**src/rtl/vram_arbiter.sv**
```systemverilog
// Single-port video RAM arbiter and line-fetch sequencer.
//
// One synchronous-read RAM (1-cycle read latency) is shared between:
//   - the display path, which fetches LINE_WORDS consecutive words into a line
//     buffer for each fetch_req pulse, and
//   - a drawing/CPU port that issues single-word reads and writes.
//
// The display fetch has priority. After every SLOT_EVERY consecutive fetch
// issues, one cycle is offered to the CPU port, so a pending CPU request
// waits a bounded time during a line fetch. Outside a fetch the CPU owns the
// RAM and is granted combinationally.
//
// Return path: the cycle after a fetch issue writes mem_rdata into the line
// buffer. The cycle after an accepted CPU read presents mem_rdata on
// cpu_rdata. Only one access is issued per cycle, so the two returns never
// coincide.
module vram_arbiter #(
    parameter int unsigned ADDR_W     = 14,
    parameter int unsigned DATA_W     = 16,
    parameter int unsigned LINE_WORDS = 160,
    parameter int unsigned SLOT_EVERY = 8
) (
    input  logic                          clk,
    input  logic                          rst_n,

    // Line-fetch request and status
    input  logic                          fetch_req,
    input  logic [ADDR_W-1:0]             fetch_base,
    output logic                          fetch_busy,
    output logic                          fetch_done,
    output logic                          fetch_overrun,

    // Line-buffer write port
    output logic                          lb_we,
    output logic [$clog2(LINE_WORDS)-1:0] lb_addr,
    output logic [DATA_W-1:0]             lb_wdata,

    // CPU / drawing port
    input  logic                          cpu_valid,
    input  logic                          cpu_we,
    input  logic [ADDR_W-1:0]             cpu_addr,
    input  logic [DATA_W-1:0]             cpu_wdata,
    output logic                          cpu_ready,
    output logic                          cpu_rvalid,
    output logic [DATA_W-1:0]             cpu_rdata,

    // RAM port
    output logic                          mem_en,
    output logic                          mem_we,
    output logic [ADDR_W-1:0]             mem_addr,
    output logic [DATA_W-1:0]             mem_wdata,
    input  logic [DATA_W-1:0]             mem_rdata
);

    localparam int unsigned LB_W   = $clog2(LINE_WORDS);
    localparam int unsigned SLOT_W = $clog2(SLOT_EVERY + 1);

    typedef enum logic [0:0] {
        StIdle,
        StFetch
    } state_e;

    state_e state_q, state_d;

    logic [LB_W-1:0]   idx_q;         // next line word to issue
    logic [ADDR_W-1:0] base_q;        // line start address
    logic [SLOT_W-1:0] slot_q;        // fetch issues since the last CPU slot
    logic              lb_pend_q;     // a fetch read was issued last cycle
    logic [LB_W-1:0]   lb_idx_q;      // index of that fetch read
    logic              cpu_rd_pend_q; // a CPU read was accepted last cycle
    logic              overrun_q;

    logic fetch_issue;
    logic cpu_grant;
    logic slot_open;
    logic last_idx;

    assign slot_open = (slot_q == SLOT_W'(SLOT_EVERY));
    assign last_idx  = (idx_q == LB_W'(LINE_WORDS - 1));

    // State register
    always_ff @(posedge clk or negedge rst_n) begin
        if (!rst_n) begin
            state_q <= StIdle;
        end else begin
            state_q <= state_d;
        end
    end

    // Next-state: start on fetch_req, leave after issuing the final line word
    always_comb begin
        state_d = state_q;
        unique case (state_q)
            StIdle: begin
                if (fetch_req) begin
                    state_d = StFetch;
                end
            end
            StFetch: begin
                if (fetch_issue && last_idx) begin
                    state_d = StIdle;
                end
            end
            default: state_d = StIdle;
        endcase
    end

    // Grant decode: CPU owns the RAM in idle, fetch owns it except at open slots
    always_comb begin
        fetch_issue = 1'b0;
        cpu_grant   = 1'b0;
        unique case (state_q)
            StIdle: begin
                cpu_grant = cpu_valid;
            end
            StFetch: begin
                if (slot_open && cpu_valid) begin
                    cpu_grant = 1'b1;
                end else begin
                    fetch_issue = 1'b1;
                end
            end
            default: begin
                fetch_issue = 1'b0;
                cpu_grant   = 1'b0;
            end
        endcase
    end

    // RAM port and CPU handshake outputs
    always_comb begin
        mem_en    = fetch_issue | cpu_grant;
        mem_we    = cpu_grant & cpu_we;
        mem_addr  = '0;
        mem_wdata = '0;
        if (fetch_issue) begin
            // Address arithmetic wraps modulo 2^ADDR_W.
            mem_addr = base_q + ADDR_W'(idx_q);
        end else if (cpu_grant) begin
            mem_addr = cpu_addr;
        end
        if (cpu_grant && cpu_we) begin
            mem_wdata = cpu_wdata;
        end
        cpu_ready = cpu_grant;
    end

    // Fetch sequencing, return-path tracking and the sticky overrun flag
    always_ff @(posedge clk or negedge rst_n) begin
        if (!rst_n) begin
            idx_q         <= '0;
            base_q        <= '0;
            slot_q        <= '0;
            lb_pend_q     <= 1'b0;
            lb_idx_q      <= '0;
            cpu_rd_pend_q <= 1'b0;
            overrun_q     <= 1'b0;
        end else begin
            lb_pend_q     <= fetch_issue;
            cpu_rd_pend_q <= cpu_grant & ~cpu_we;
            if (fetch_issue) begin
                lb_idx_q <= idx_q;
            end

            // A request during an active fetch is dropped and remembered.
            if (fetch_req && (state_q == StFetch)) begin
                overrun_q <= 1'b1;
            end

            if (state_q == StIdle) begin
                if (fetch_req) begin
                    base_q <= fetch_base;
                    idx_q  <= '0;
                    slot_q <= '0;
                end
            end else if (cpu_grant) begin
                slot_q <= '0;
            end else begin
                idx_q <= idx_q + LB_W'(1);
                // An open slot with no CPU request is forfeited.
                if (slot_open) begin
                    slot_q <= '0;
                end else begin
                    slot_q <= slot_q + SLOT_W'(1);
                end
            end
        end
    end

    // Read-return outputs; data is forced low when no return is due
    always_comb begin
        lb_we         = lb_pend_q;
        lb_addr       = lb_idx_q;
        lb_wdata      = lb_pend_q ? mem_rdata : '0;
        cpu_rvalid    = cpu_rd_pend_q;
        cpu_rdata     = cpu_rd_pend_q ? mem_rdata : '0;
        fetch_done    = lb_pend_q && (lb_idx_q == LB_W'(LINE_WORDS - 1));
        fetch_busy    = (state_q == StFetch) || lb_pend_q;
        fetch_overrun = overrun_q;
    end

endmodule
```
**config.mk**
```make
export PLATFORM = sky130hd
export DESIGN_NAME = vram_arbiter
export DESIGN_NICKNAME = d
export VERILOG_FILES = /design/src/rtl/vram_arbiter.sv
export SDC_FILE = /design/constraint.sdc
export NUM_CORES = 1
export LEC_CHECK = 0
export CAP_MARGIN = 20
export CORE_MARGIN = 2
export CORE_UTILIZATION = 30
export DETAILED_ROUTE_END_ITERATION = 10
export GPL_ROUTABILITY_DRIVEN = 0
export GPL_TIMING_DRIVEN = 1
export PLACE_DENSITY = 0.69
export SETUP_SLACK_MARGIN = 0.15
export SYNTH_ARGS = -nofsm -noshare
export SYNTH_HDL_FRONTEND = slang
export SYNTH_SLANG_ARGS = --single-unit
```
**constraint.sdc**
```tcl
create_clock -name clk -period 3.8 [get_ports clk]
set_input_delay 0.76 -clock clk [delete_from_list [all_inputs] [get_ports clk]]
set_output_delay 0.76 -clock clk [all_outputs]
set_load 0.01 [all_outputs]
```
==> summary.txt <==
Logic synthesis
  – Synth Cell Area: 2554 µm²
  – Seq cells post-synth: 38
  – Cells after synthesis: 317
  – Area leader, netlist: dfrtp_1
  – Synth top area cells: dfrtp_1 37%, nand2_1 14%, and2_1 12%
  – Synth top area share: 37.24%
  – Avg Inst Size Synth: 8.056 µm²
  – Synth Net Count: 394
  – Ys async rst share: 100.0%
  – Synth warn: 0
  – Top post-synthesis cells by count: 94 x nand2_1, 49 x and2_1, 38 x dfrtp_1
  – Sequential share of the synthesized area: a little under two fifths
  – Ys flop type: dfrtp_1
  – Netlist cell types: 46
  – Number of synthesized flops with an enable pin: 0
  – Top-count cell post-synth: nand2_1

Finish
  – # diodes: 0
  – Layout cells sized above 1: 4.835%
  – Area growth syn-to-layout: 62.52%
  – Nets: 531

STA
  – Final hold violation count: 0
  – Peak Freq: 280.9 MHz
  – Setup violators final: 0
  – Setup TNS: 0 ns
  – Fin crit period: ~3.6 ns
  – Pins Over Slew Limit: 0
  – Period Utilization, post-route: 93.67%
  – Setup Skew: 0.01031 ns
  – Smallest hold slack: 0.4640 ns
  – Unrepaired setup endpoints after global routing: no
  – Slew margin rel.: 43.58%
  – Actual slew at the worst max-slew pin: 0.8463 ns

Global routing
  – Initial antenna violation count: 0
  – First-pass GRT wire length: roughly 12000 µm
  – Vias in the first global route: 2480
  – GRT overflow: 0
  – GRT Total Usage: around 16%
  – Pin count of the biggest net entering global routing: 39

Floorplan
  – Row Count: 33
  – Die W: 96.26 µm
  – Core ar.: 8217 µm²
  – Starting Density: a little under a third
  – Die Ht: 96.26 µm
  – Die area: 9266 µm²
  – IO Count: between 100 and 150

Drt
  – Iteration-0 DRC Markers: 87
  – Drt first pass iters: 5
  – Detail Route Antenna Nets: 0
  – Final wirelength: 7525 µm
  – DR vias/cell: approximately 4.8
  – Routed len/inst: roughly 13 µm
  – Number of remaining DRC errors: 0
  – Vias: 2664

Power
  – Leakage: 1.801 nW
  – Cell Pwr Density: between 400 and 500 nW/µm²
  – Worst vdd ir: 186.6 µV

Critical path
  – Worst-case reg-to-reg path depth: 9
  – Arrival time at the worst endpoint: 2.80 ns
  – RR Startpoint: slot_q[0]
  – Top delay family on crit path: compound AO/OA/AOI/OAI gates
  – Req. time, crit path: approximately 3.0 ns
  – CP Max Fanout: 6
  – CP cell instances: ha_1 -> o211ai_1 -> o21ai_2 -> a21oi_2 -> nor4_1 -> or3_1 -> clkdlybuf4s50_1
  – Crit Path Class: reg -> out
  – CP endpoint kind: primary output
  – CP max stage delay: 0.49 ns
  – Bufs and invs on worst path: 1
  – Worst R2R Setup Slack: 1.93 ns
  – Startpoint Class: register
  – R2r endpoint: idx_q[7]
  – CP max stage cell: clkdlybuf4s50_1

Hold path
  – Worst Hold Path EP: fetch_overrun
  – Cell depth of the worst hold path: 1
  – Hold_sp: fetch_overrun
  – Hold WC Path Type: reg -> reg

CTS
  – Post-CTS setup buffers: 0
  – Clock latency on the worst-skew pair: just under 0.3 ns
  – Clock transition at path regs: 0.07 ns
  – CTS tree: yes
  – Clock Tree Root: clkbuf_8
  – # H-tree levels: 2
  – CTS buffer count: 5
  – CTS Hold Bufs: 0
  – CTS sink cnt: 38
  – Clock buffer depth: 2

Placement
  – Port buffer count: roughly 140
  – HPWL Detailed: 5855 µm

Outcome
  – Status: completed

Run
  – Max-cap violations: 0
[power breakdown]
group          internal [W]  switching, W
combinational      0.000551      0.000450
sequential         0.000514      0.000134
clock              0.000130      0.000146
total               0.00119      0.000730
[placed cells by master, fill, tap and decap left out, drive strengths merged, types with 2 or more instances in the layout]
| cell | synthesis | final |
|---|---|---|
| or2 | 2 | 2 |
| a211oi | 3 | 3 |
| dfrtp | 38 | 38 |
| mux2i | 3 | 3 |
| clkinv | 0 | 2 |
| xor2 | 6 | 6 |
| and2 | 49 | 49 |
| o21ai | 25 | 25 |
| a31oi | 2 | 2 |
| clkdlybuf4s50 | 0 | 139 |
| buf | 6 | 4 |
| a21oi | 7 | 7 |
| o211ai | 4 | 4 |
| nand3 | 6 | 6 |
| and3 | 6 | 6 |
| nor2 | 10 | 10 |
| nand2b | 3 | 3 |
| ha | 11 | 11 |
| inv | 3 | 3 |
| a21o | 3 | 3 |
| dlymetal6s2s | 0 | 2 |
| xnor2 | 6 | 6 |
| nand2 | 95 | 95 |
| clkbuf | 9 | 6 |
| nor2b | 2 | 2 |
| a22o | 4 | 4 |
[worst max-delay path by stage]
stage                     cells after the start       from            to  slack, ns
after floorplan                               7   idx_q[0]   mem_addr[8]       1.01
after global placement                        5  cpu_valid  mem_addr[13]       0.35
after detailed placement                      5  cpu_valid  mem_addr[13]       0.36
after CTS                                     8   idx_q[0]   mem_addr[8]       0.17
after global routing                          7   idx_q[2]  mem_addr[13]       0.15
final                                         7   idx_q[2]  mem_addr[13]       0.24
[through the flow]
step | utilization [%] | total power (W) | setup WS (ns) | cells | area, µm²
after global placement | 49.20 | 0.001616 | 0.3513 | 552 | 4043
after CTS | 50.31 | 0.001933 | 0.1688 | 560 | 4134
after global routing | 50.51 | 0.002091 | 0.1518 | 560 | 4150
after floorplan | - | 0.001151 | 1.011 | 317 | 2554
after detailed placement | 49.20 | 0.001643 | 0.3621 | 552 | 4043
final | 50.51 | 0.001924 | 0.2404 | 560 | 4150
[state kept, by name, summed over array words and instances (netlist names)]
signal and flops:
lb_addr 8, fetch_overrun 1, lb_we 1, idx_q 8
cpu_rvalid 1, base_q 14, slot_q 4, state_q 1
[area by class of cell]
type / count / area, µm²
clock buffers: 6 / 72.57
clock inverters: 2 / 13.76
fillers: 795 / 4066
inverters: 3 / 11.26
multi-input cells: 261 / 1526
flip-flops and latches: 38 / 950.9
well taps: 105 / 131.4
repair buffers: 145 / 1444
[cells by family after synthesis]
kind of cell	synth area share, %
XOR/XNOR	4.116
adder cells (fa/ha/maj)	6.173
buffers and inverters	3.625
multiplexers	1.176
AO/OA/AOI/OAI	13.33
AND/OR/NAND/NOR	34.35
flip-flops	37.24
[per-layer routing]
layer / GRT usage [%] / share of wire, % / vias to the layer above
met3: 4.307 / 9.7 / 8
met4: 4.167 / 0.78 / 0
met1: 20.84 / 42 / 1215
li1: - / - / 1325
met2: 27.78 / 48 / 116
met5: 0 / 0 / -
[timing repair]
action,CTS,global route
resized for setup,1,5
endpoints found under the setup margin,1,4
cloned,0,0
endpoints found under the hold margin,0,0
Power figures use the tool's default switching activity.
